$ cat src/rtl/user_stream_tx_pkg.sv
// rtl/user_stream_tx_pkg.sv - shared constants, OREG state enum and word/occupancy types
//
// Package leaf_stream_pkg.
// It is imported by the transmit adapter and by its interface.
// It holds:
//   - the default stream geometry (word width, array address bits, credit batch size)
//   - the output-register state encoding
//   - the payload word type and the occupancy type
package leaf_stream_pkg;

    localparam int PAYLOAD_BITS          = 32;
    localparam int NUM_BRAM_ADDR_BITS    = 7;
    localparam int FREESPACE_UPDATE_SIZE = 64;

    typedef enum logic {
        OEMPTY = 1'b0,
        OFULL  = 1'b1
    } oreg_state_e;

    typedef logic [PAYLOAD_BITS-1:0]     payload_t;
    typedef logic [NUM_BRAM_ADDR_BITS:0] occ_t;

    // Width of a counter that must reach 'n' inclusive.
    function automatic int cnt_bits(input int n);
        return (n < 2) ? 1 : $clog2(n + 1);
    endfunction

endpackage

$ cat src/rtl/user_stream_tx_if.sv
// rtl/user_stream_tx_if.sv - ap_vld/ap_ack word stream toward the HLS operator
//
// Signals:
//   dout_user : word presented to the operator
//   vld_user  : dout_user valid (ap_vld)
//   ack_user  : operator accepts the word (ap_ack)
// Modports:
//   master : the transmit adapter, which drives the data and valid
//   slave  : the operator, which drives the acknowledge
interface user_stream_tx_if #(
    parameter int PAYLOAD_BITS = leaf_stream_pkg::PAYLOAD_BITS
);
    logic [PAYLOAD_BITS-1:0] dout_user;
    logic                    vld_user;
    logic                    ack_user;

    modport master (output dout_user, output vld_user, input ack_user);
    modport slave  (input dout_user, input vld_user, output ack_user);
endinterface

$ cat src/rtl/user_stream_tx_ram.sv
// rtl/user_stream_tx_ram.sv - simple dual-port word array, synchronous write, combinational read
//
// Ports:
//   clk_i   : clock
//   we_i    : write enable
//   waddr_i : write address
//   wdata_i : write data
//   raddr_i : read address
//   rdata_o : read data, available in the same cycle as raddr_i
// The array is left unreset so that it infers as LUTRAM/BRAM.
module user_stream_tx_ram #(
    parameter int WIDTH = 32,
    parameter int ABITS = 7
) (
    input  logic             clk_i,
    input  logic             we_i,
    input  logic [ABITS-1:0] waddr_i,
    input  logic [WIDTH-1:0] wdata_i,
    input  logic [ABITS-1:0] raddr_i,
    output logic [WIDTH-1:0] rdata_o
);
    logic [WIDTH-1:0] mem_q [2**ABITS];

    always_ff @(posedge clk_i) begin
        if (we_i) begin
            mem_q[waddr_i] <= wdata_i;
        end
    end

    assign rdata_o = mem_q[raddr_i];
endmodule

$ cat src/rtl/user_stream_tx.sv
// rtl/user_stream_tx.sv - push-side FIFO feeding an HLS ap_vld/ap_ack input stream, with credit return
//
// Optional feature macro: USER_STREAM_TX_STALL_CNT_EN.
// When it is defined, the stall_cnt output counts cycles with vld_user=1 and ack_user=0.
//
// Ports:
//   clk_user      : the only clock
//   reset         : synchronous active-high reset
//   din_wr        : word pushed from the interface side
//   wr_en         : push strobe; ignored while full
//   full          : array holds D words
//   empty         : array and output register both empty
//   op            : operator stream (dout_user/vld_user/ack_user), master side
//   freespace_upd : one-cycle pulse per FREESPACE_UPDATE_SIZE consumed words
//   freespace_cnt : registered count of free array entries
//   stall_cnt     : (optional) saturating count of stalled cycles
//
// Storage is a D-entry array plus one output register (OREG), so the
// capacity is D+1 words.
// When the array is empty and the OREG is free or being consumed, a push
// goes straight into the OREG, giving a one-cycle first-word latency.
module user_stream_tx
    import leaf_stream_pkg::*;
#(
    parameter int PAYLOAD_BITS          = leaf_stream_pkg::PAYLOAD_BITS,
    parameter int NUM_BRAM_ADDR_BITS    = leaf_stream_pkg::NUM_BRAM_ADDR_BITS,
    parameter int FREESPACE_UPDATE_SIZE = leaf_stream_pkg::FREESPACE_UPDATE_SIZE
) (
    input  logic                        clk_user,
    input  logic                        reset,
    input  logic [PAYLOAD_BITS-1:0]     din_wr,
    input  logic                        wr_en,
    output logic                        full,
    output logic                        empty,
    user_stream_tx_if.master            op,
    output logic                        freespace_upd,
`ifdef USER_STREAM_TX_STALL_CNT_EN
    output logic [15:0]                 stall_cnt,
`endif
    output logic [NUM_BRAM_ADDR_BITS:0] freespace_cnt
);
    localparam int AB    = NUM_BRAM_ADDR_BITS;
    localparam int DEPTH = 1 << AB;
    localparam int CW    = cnt_bits(FREESPACE_UPDATE_SIZE);

    localparam logic [AB:0]   DEPTH_OCC = (AB+1)'(DEPTH);
    localparam logic [CW-1:0] CRED_LAST = CW'(FREESPACE_UPDATE_SIZE - 1);

    oreg_state_e             state_q;
    logic [PAYLOAD_BITS-1:0] oreg_q;
    logic [AB-1:0]           wr_ptr_q, rd_ptr_q;
    logic [AB:0]             occ_q, occ_d;
    logic [AB:0]             freespace_q;
    logic [CW-1:0]           cred_q;
    logic                    upd_q;
    logic [PAYLOAD_BITS-1:0] rd_data;

    logic consume, oreg_free, arr_nempty, push_ok, ld_arr, bypass, wr_arr;

    assign consume    = (state_q == OFULL) && op.ack_user;
    // The OREG can take a new word this cycle if it is empty or being emptied.
    assign oreg_free  = (state_q == OEMPTY) || consume;
    assign arr_nempty = (occ_q != '0);
    assign full       = (occ_q == DEPTH_OCC);
    assign push_ok    = wr_en && !full;
    assign ld_arr     = oreg_free && arr_nempty;
    // Bypass only when the array is empty, which keeps the words in order.
    assign bypass     = oreg_free && !arr_nempty && push_ok;
    assign wr_arr     = push_ok && !bypass && !reset;

    assign occ_d = occ_q + (AB+1)'(wr_arr) - (AB+1)'(ld_arr);

    // The array write never hits the read address while a word is loaded
    // from it: equal pointers with a non-empty array mean it is full, and
    // pushes are refused while full.
    user_stream_tx_ram #(
        .WIDTH (PAYLOAD_BITS),
        .ABITS (AB)
    ) u_ram (
        .clk_i   (clk_user),
        .we_i    (wr_arr),
        .waddr_i (wr_ptr_q),
        .wdata_i (din_wr),
        .raddr_i (rd_ptr_q),
        .rdata_o (rd_data)
    );

    always_ff @(posedge clk_user) begin
        if (reset) begin
            state_q     <= OEMPTY;
            oreg_q      <= '0;
            wr_ptr_q    <= '0;
            rd_ptr_q    <= '0;
            occ_q       <= '0;
            freespace_q <= DEPTH_OCC;
            cred_q      <= '0;
            upd_q       <= 1'b0;
        end else begin
            occ_q       <= occ_d;
            freespace_q <= DEPTH_OCC - occ_d;
            if (wr_arr) begin
                wr_ptr_q <= wr_ptr_q + 1'b1;
            end
            if (ld_arr) begin
                rd_ptr_q <= rd_ptr_q + 1'b1;
            end

            case (state_q)
                OEMPTY: begin
                    if (ld_arr) begin
                        oreg_q  <= rd_data;
                        state_q <= OFULL;
                    end else if (bypass) begin
                        oreg_q  <= din_wr;
                        state_q <= OFULL;
                    end
                end
                OFULL: begin
                    if (consume) begin
                        if (ld_arr) begin
                            oreg_q <= rd_data;
                        end else if (bypass) begin
                            oreg_q <= din_wr;
                        end else begin
                            state_q <= OEMPTY;
                        end
                    end
                end
                default: state_q <= OEMPTY;
            endcase

            upd_q <= 1'b0;
            if (consume) begin
                if (cred_q == CRED_LAST) begin
                    cred_q <= '0;
                    upd_q  <= 1'b1;
                end else begin
                    cred_q <= cred_q + 1'b1;
                end
            end
        end
    end

    assign op.dout_user  = oreg_q;
    assign op.vld_user   = (state_q == OFULL);
    assign empty         = (occ_q == '0) && (state_q == OEMPTY);
    assign freespace_upd = upd_q;
    assign freespace_cnt = freespace_q;

`ifdef USER_STREAM_TX_STALL_CNT_EN
    logic [15:0] stall_q;

    always_ff @(posedge clk_user) begin
        if (reset) begin
            stall_q <= '0;
        end else if ((state_q == OFULL) && !op.ack_user && (stall_q != 16'hFFFF)) begin
            stall_q <= stall_q + 16'd1;
        end
    end

    assign stall_cnt = stall_q;
`endif

endmodule

$ cat src/flat_wrapper.sv
// flat-port wrapper written by rule: the top's interface ports become plain ports
module user_stream_tx_flat import leaf_stream_pkg::*;
#(
    parameter int PAYLOAD_BITS          = leaf_stream_pkg::PAYLOAD_BITS,
    parameter int NUM_BRAM_ADDR_BITS    = leaf_stream_pkg::NUM_BRAM_ADDR_BITS,
    parameter int FREESPACE_UPDATE_SIZE = leaf_stream_pkg::FREESPACE_UPDATE_SIZE
)
  (clk_user, reset, din_wr, wr_en, full, empty, freespace_upd, freespace_cnt, op_dout_user, op_vld_user, op_ack_user);
  user_stream_tx_if #(.PAYLOAD_BITS(PAYLOAD_BITS)) op_i ();
  input  logic clk_user;
  input  logic reset;
  input  logic [PAYLOAD_BITS-1:0] din_wr;
  input  logic wr_en;
  output logic full;
  output logic empty;
  output logic freespace_upd;
  output logic [NUM_BRAM_ADDR_BITS:0] freespace_cnt;
  output wire logic [$bits(op_i.dout_user)-1:0] op_dout_user;
  output wire logic [$bits(op_i.vld_user)-1:0] op_vld_user;
  input wire logic [$bits(op_i.ack_user)-1:0] op_ack_user;
  assign op_dout_user = op_i.dout_user;
  assign op_vld_user = op_i.vld_user;
  assign op_i.ack_user = op_ack_user;
  user_stream_tx #(.PAYLOAD_BITS(PAYLOAD_BITS), .NUM_BRAM_ADDR_BITS(NUM_BRAM_ADDR_BITS), .FREESPACE_UPDATE_SIZE(FREESPACE_UPDATE_SIZE)) u_core (.clk_user(clk_user), .reset(reset), .din_wr(din_wr), .wr_en(wr_en), .full(full), .empty(empty), .op(op_i), .freespace_upd(freespace_upd), .freespace_cnt(freespace_cnt));
endmodule
$ cat config.mk
export PLATFORM = sky130hd
export DESIGN_NAME = user_stream_tx_flat
export DESIGN_NICKNAME = d
export VERILOG_FILES = /design/src/rtl/user_stream_tx_pkg.sv /design/src/rtl/user_stream_tx_if.sv /design/src/rtl/user_stream_tx_ram.sv /design/src/rtl/user_stream_tx.sv /design/src/flat_wrapper.sv
export SDC_FILE = /design/constraint.sdc
export NUM_CORES = 2
export LEC_CHECK = 0
export CORE_ASPECT_RATIO = 0.8
export CORE_UTILIZATION = 68
export DETAILED_ROUTE_END_ITERATION = 6
export MAX_ROUTING_LAYER = met4
export PLACE_DENSITY = 0.83
export SYNTH_ARGS = -nofsm -noshare
export SYNTH_HDL_FRONTEND = slang
export SYNTH_SLANG_ARGS = --single-unit
export TNS_END_PERCENT = 100
$ cat constraint.sdc
create_clock -name clk_user -period 12.9 [get_ports clk_user]
set_clock_uncertainty 0.15 [all_clocks]
set_input_delay 2.58 -clock clk_user [delete_from_list [all_inputs] [get_ports clk_user]]
set_output_delay 2.58 -clock clk_user [all_outputs]
set_load 0.01 [all_outputs]
==> results.tsv <==
metric	value	unit
run_status	complete, but fails checks	
violations	capacitance limit, slew limit	
nets	7865	
synth.cell_area	160000	sq um
crit_chain	clkdlybuf4s50_1 > nand2b_1 > a21oi_1 > o21ai_1 > nor3b_1 > nand3b_1 > buf_4 > nor2_4	
path_clk_slew	60	ps
ant_nets	0	
finalMaxSlewViolations	5	
whs	358	ps
p_per_area	187	nW/um^2
rr_worst_depth	9	
dieArea	238000	sq um
fin_crit	7230	ps
ios	80	
cp_data_arrival_time	7630	ps
holdBufCountCts	0	
synth_top_area_share	76.6	%
critPathMaxFanout	32	
dp_hpwl	275000	um
yosysMostFrequentCell	edfxtp_1	
grt_pass1_vias	83974	
hold_violations	0	
required	13290	ps
clkSinkCount	4173	
path_buf_inv	2	
syn_nets	7714	
fmax	138	MHz
portBuffers	79	
finalCritPeriodShare	56.1	%
syn2layout_area_growth	10.1	%
postSynthCellCount	7661	
slowest_delay	1250	ps
setup-tns-final	0	ps
holdPathStages	2	
cp.depth	8	
synth_edf_count	4096	
initialDrtViolationCount	19025	
via_per_inst	7.82	
dpl_worst_slack	5090	ps
worst_slew_pin_slew	1520	ps
crit_type	in2reg	
num_vias	88160	
peakVddDrop	0.246	mV
synth.distinct_cells	72	
cts_resized	0	
gp_congestion	1.01	
drive_gt1_share	20.7	%
die_h	437	um
cts-root-buf	clkbuf_16	
grt_start_max_net_pins	125	
numCtsBuffers	378	
wl_per_cell	43.5	um
htree_levels	5	
core_area	235000	sq um
synth_common_cells	edfxtp_1 (4096), mux4_2 (740), mux2i_1 (580), nor2_1 (243), nand2_1 (214)	
setup_viol	0	
ys_top_cells_by_area	edfxtp_1 (77%), mux4_2 (10%), mux2i_1 (3.6%), dfxtp_1 (0.96%), o221ai_1 (0.76%)	
ys_ff_latch	4173	
grt_pass1_wl	668000	um
clock_latency	980	ps
cpMaxStageDelayCell	nor3b_1	
holdCritPathClass	reg2reg	
worstSetupStartpointType	input pin	
start_util	68.4	%
grtUsageTotal	42.5	%
synth_top_area_cell	edfxtp_1	
cts_setup_buffers	0	
dr.pass1.iters	7	
power.total	33.1	mW
slew_headroom	-1.64	%
grt_setup_unrepaired	false	
clock_path_buffers	4	
leakage	54.1	nW
async_reset_ff_share	0	%
gr-total-overflow	0	
synthFlopType	edfxtp_1	
endpoint_kind	register	
synth.avg_cell_area	20.9	sq um
fill_cells	11534	
cts_tree	yes	
ys_warn_count	0	
ys_seq_area_share	77.6	%
drv_cap	1	
fin_ws	5670	ps
num_rows	159	
critPathTopFamily	simple AND/OR/NAND/NOR gates	
drcViolationCount	0	
wirelength	491000	um
die_w	545	um
antenna_found_initial	53	
## worst paths after layout
path,start,to,slack (ps)
max,op_ack_user,u_core.u_ram.mem_q[43][15],5670
min,u_core.cred_q[1],u_core.cred_q[1],360
max reg2reg,register,u_core.op.dout_user[24],6650
min reg2reg,u_core.cred_q[1],u_core.cred_q[1],360
## cell families (layout without fill, tap and decap cells)
family	after synthesis	count (layout)	share of synthesized area, %
flops	4173	4173	77.6
mux	1410	1410	14.6
compound gates	898	898	4.02
simple gates	681	681	1.89
buf+inv	460	904	1.59
xor+xnor	22	22	0.120
fa+ha+maj	17	17	0.137
other cells	0	35	0
## layer usage
metal / track usage [%] / vias to the layer above / routed length (um)
li1: - / 32427 / -
met1: 55.2 / 44525 / 158000
met2: 59.5 / 9487 / 215000
met3: 17.9 / 1721 / 89100
met4: 18.3 / 0 / 29500
met5: - / - / 0
## layout by cell type (no fill, tap or decap), drive strengths merged, types with 17 or more instances in the layout
cell type / synthesis / routed
edfxtp: 4096 / 4096
mux4: 740 / 740
mux2i: 580 / 580
clkbuf: 169 / 473
nor2: 243 / 243
nand2: 214 / 214
o22ai: 166 / 166
buf: 271 / 165
clkinv: 1 / 153
a21oi: 144 / 144
o221ai: 139 / 139
a22oi: 96 / 96
o21ai: 94 / 94
mux2: 90 / 90
dfxtp: 77 / 77
nand3: 75 / 75
a211oi: 63 / 63
clkdlybuf4s50: 0 / 46
o2111ai: 45 / 45
o22a: 41 / 41
nor3: 37 / 37
diode: 0 / 35
and3: 31 / 31
inv: 19 / 30
bufinv: 0 / 26
o32ai: 21 / 21
a31oi: 20 / 20
nand4: 17 / 17
a22o: 17 / 17
## worst min-delay path: cells and delay by family, from the launching register on
kind | cells | cell delay (ps)
AOI/OAI and AO/OA | 1 | 60
and+or+nand+nor | 1 | 70
DFF | 1 | 330
## registers in the layout (all words and copies together), names as in the netlist, named ones only
signal / flops
u_core.freespace_upd: 1
u_core.rd_ptr_q: 7
u_core.freespace_cnt: 8
u_core.op.dout_user: 32
u_core.cred_q: 7
u_core.wr_ptr_q: 7
u_core.occ_q: 7
u_core.op.vld_user: 1
u_core.u_ram.mem_q: 4096
## area by class of cell
class | instances | area (sq um) | area share [%]
Clock inverter | 200 | 1780 | 1.01
Sequential cell | 4173 | 125000 | 70.5
Tap cell | 3139 | 3930 | 2.22
Timing Repair Buffer | 211 | 1850 | 1.05
Antenna cell | 35 | 87.6 | 0.0496
Multi-Input combinational cell | 3028 | 34500 | 19.5
Inverter | 20 | 80.1 | 0.0453
Clock buffer | 473 | 9950 | 5.63
## stage by stage
| step | instance area, sq um | utilization (%) | cells |
|---|---|---|---|
| final | 177000 | 75.3 | 11279 |
| after global routing | 177000 | 75.3 | 11274 |
| after CTS | 177000 | 75.3 | 11244 |
| after detailed placement | 165000 | 70.3 | 10571 |
| after global placement | 165000 | 70.3 | 10570 |
| after floorplan | 160000 | - | 7661 |
## where the power goes
| part | switching (mW) | internal [mW] |
|---|---|---|
| registers | 0.140 | 15.0 |
| logic | 4.12 | 2.72 |
| clock network | 5.09 | 6.00 |
Note: power is estimated with default switching activity, not from simulation.
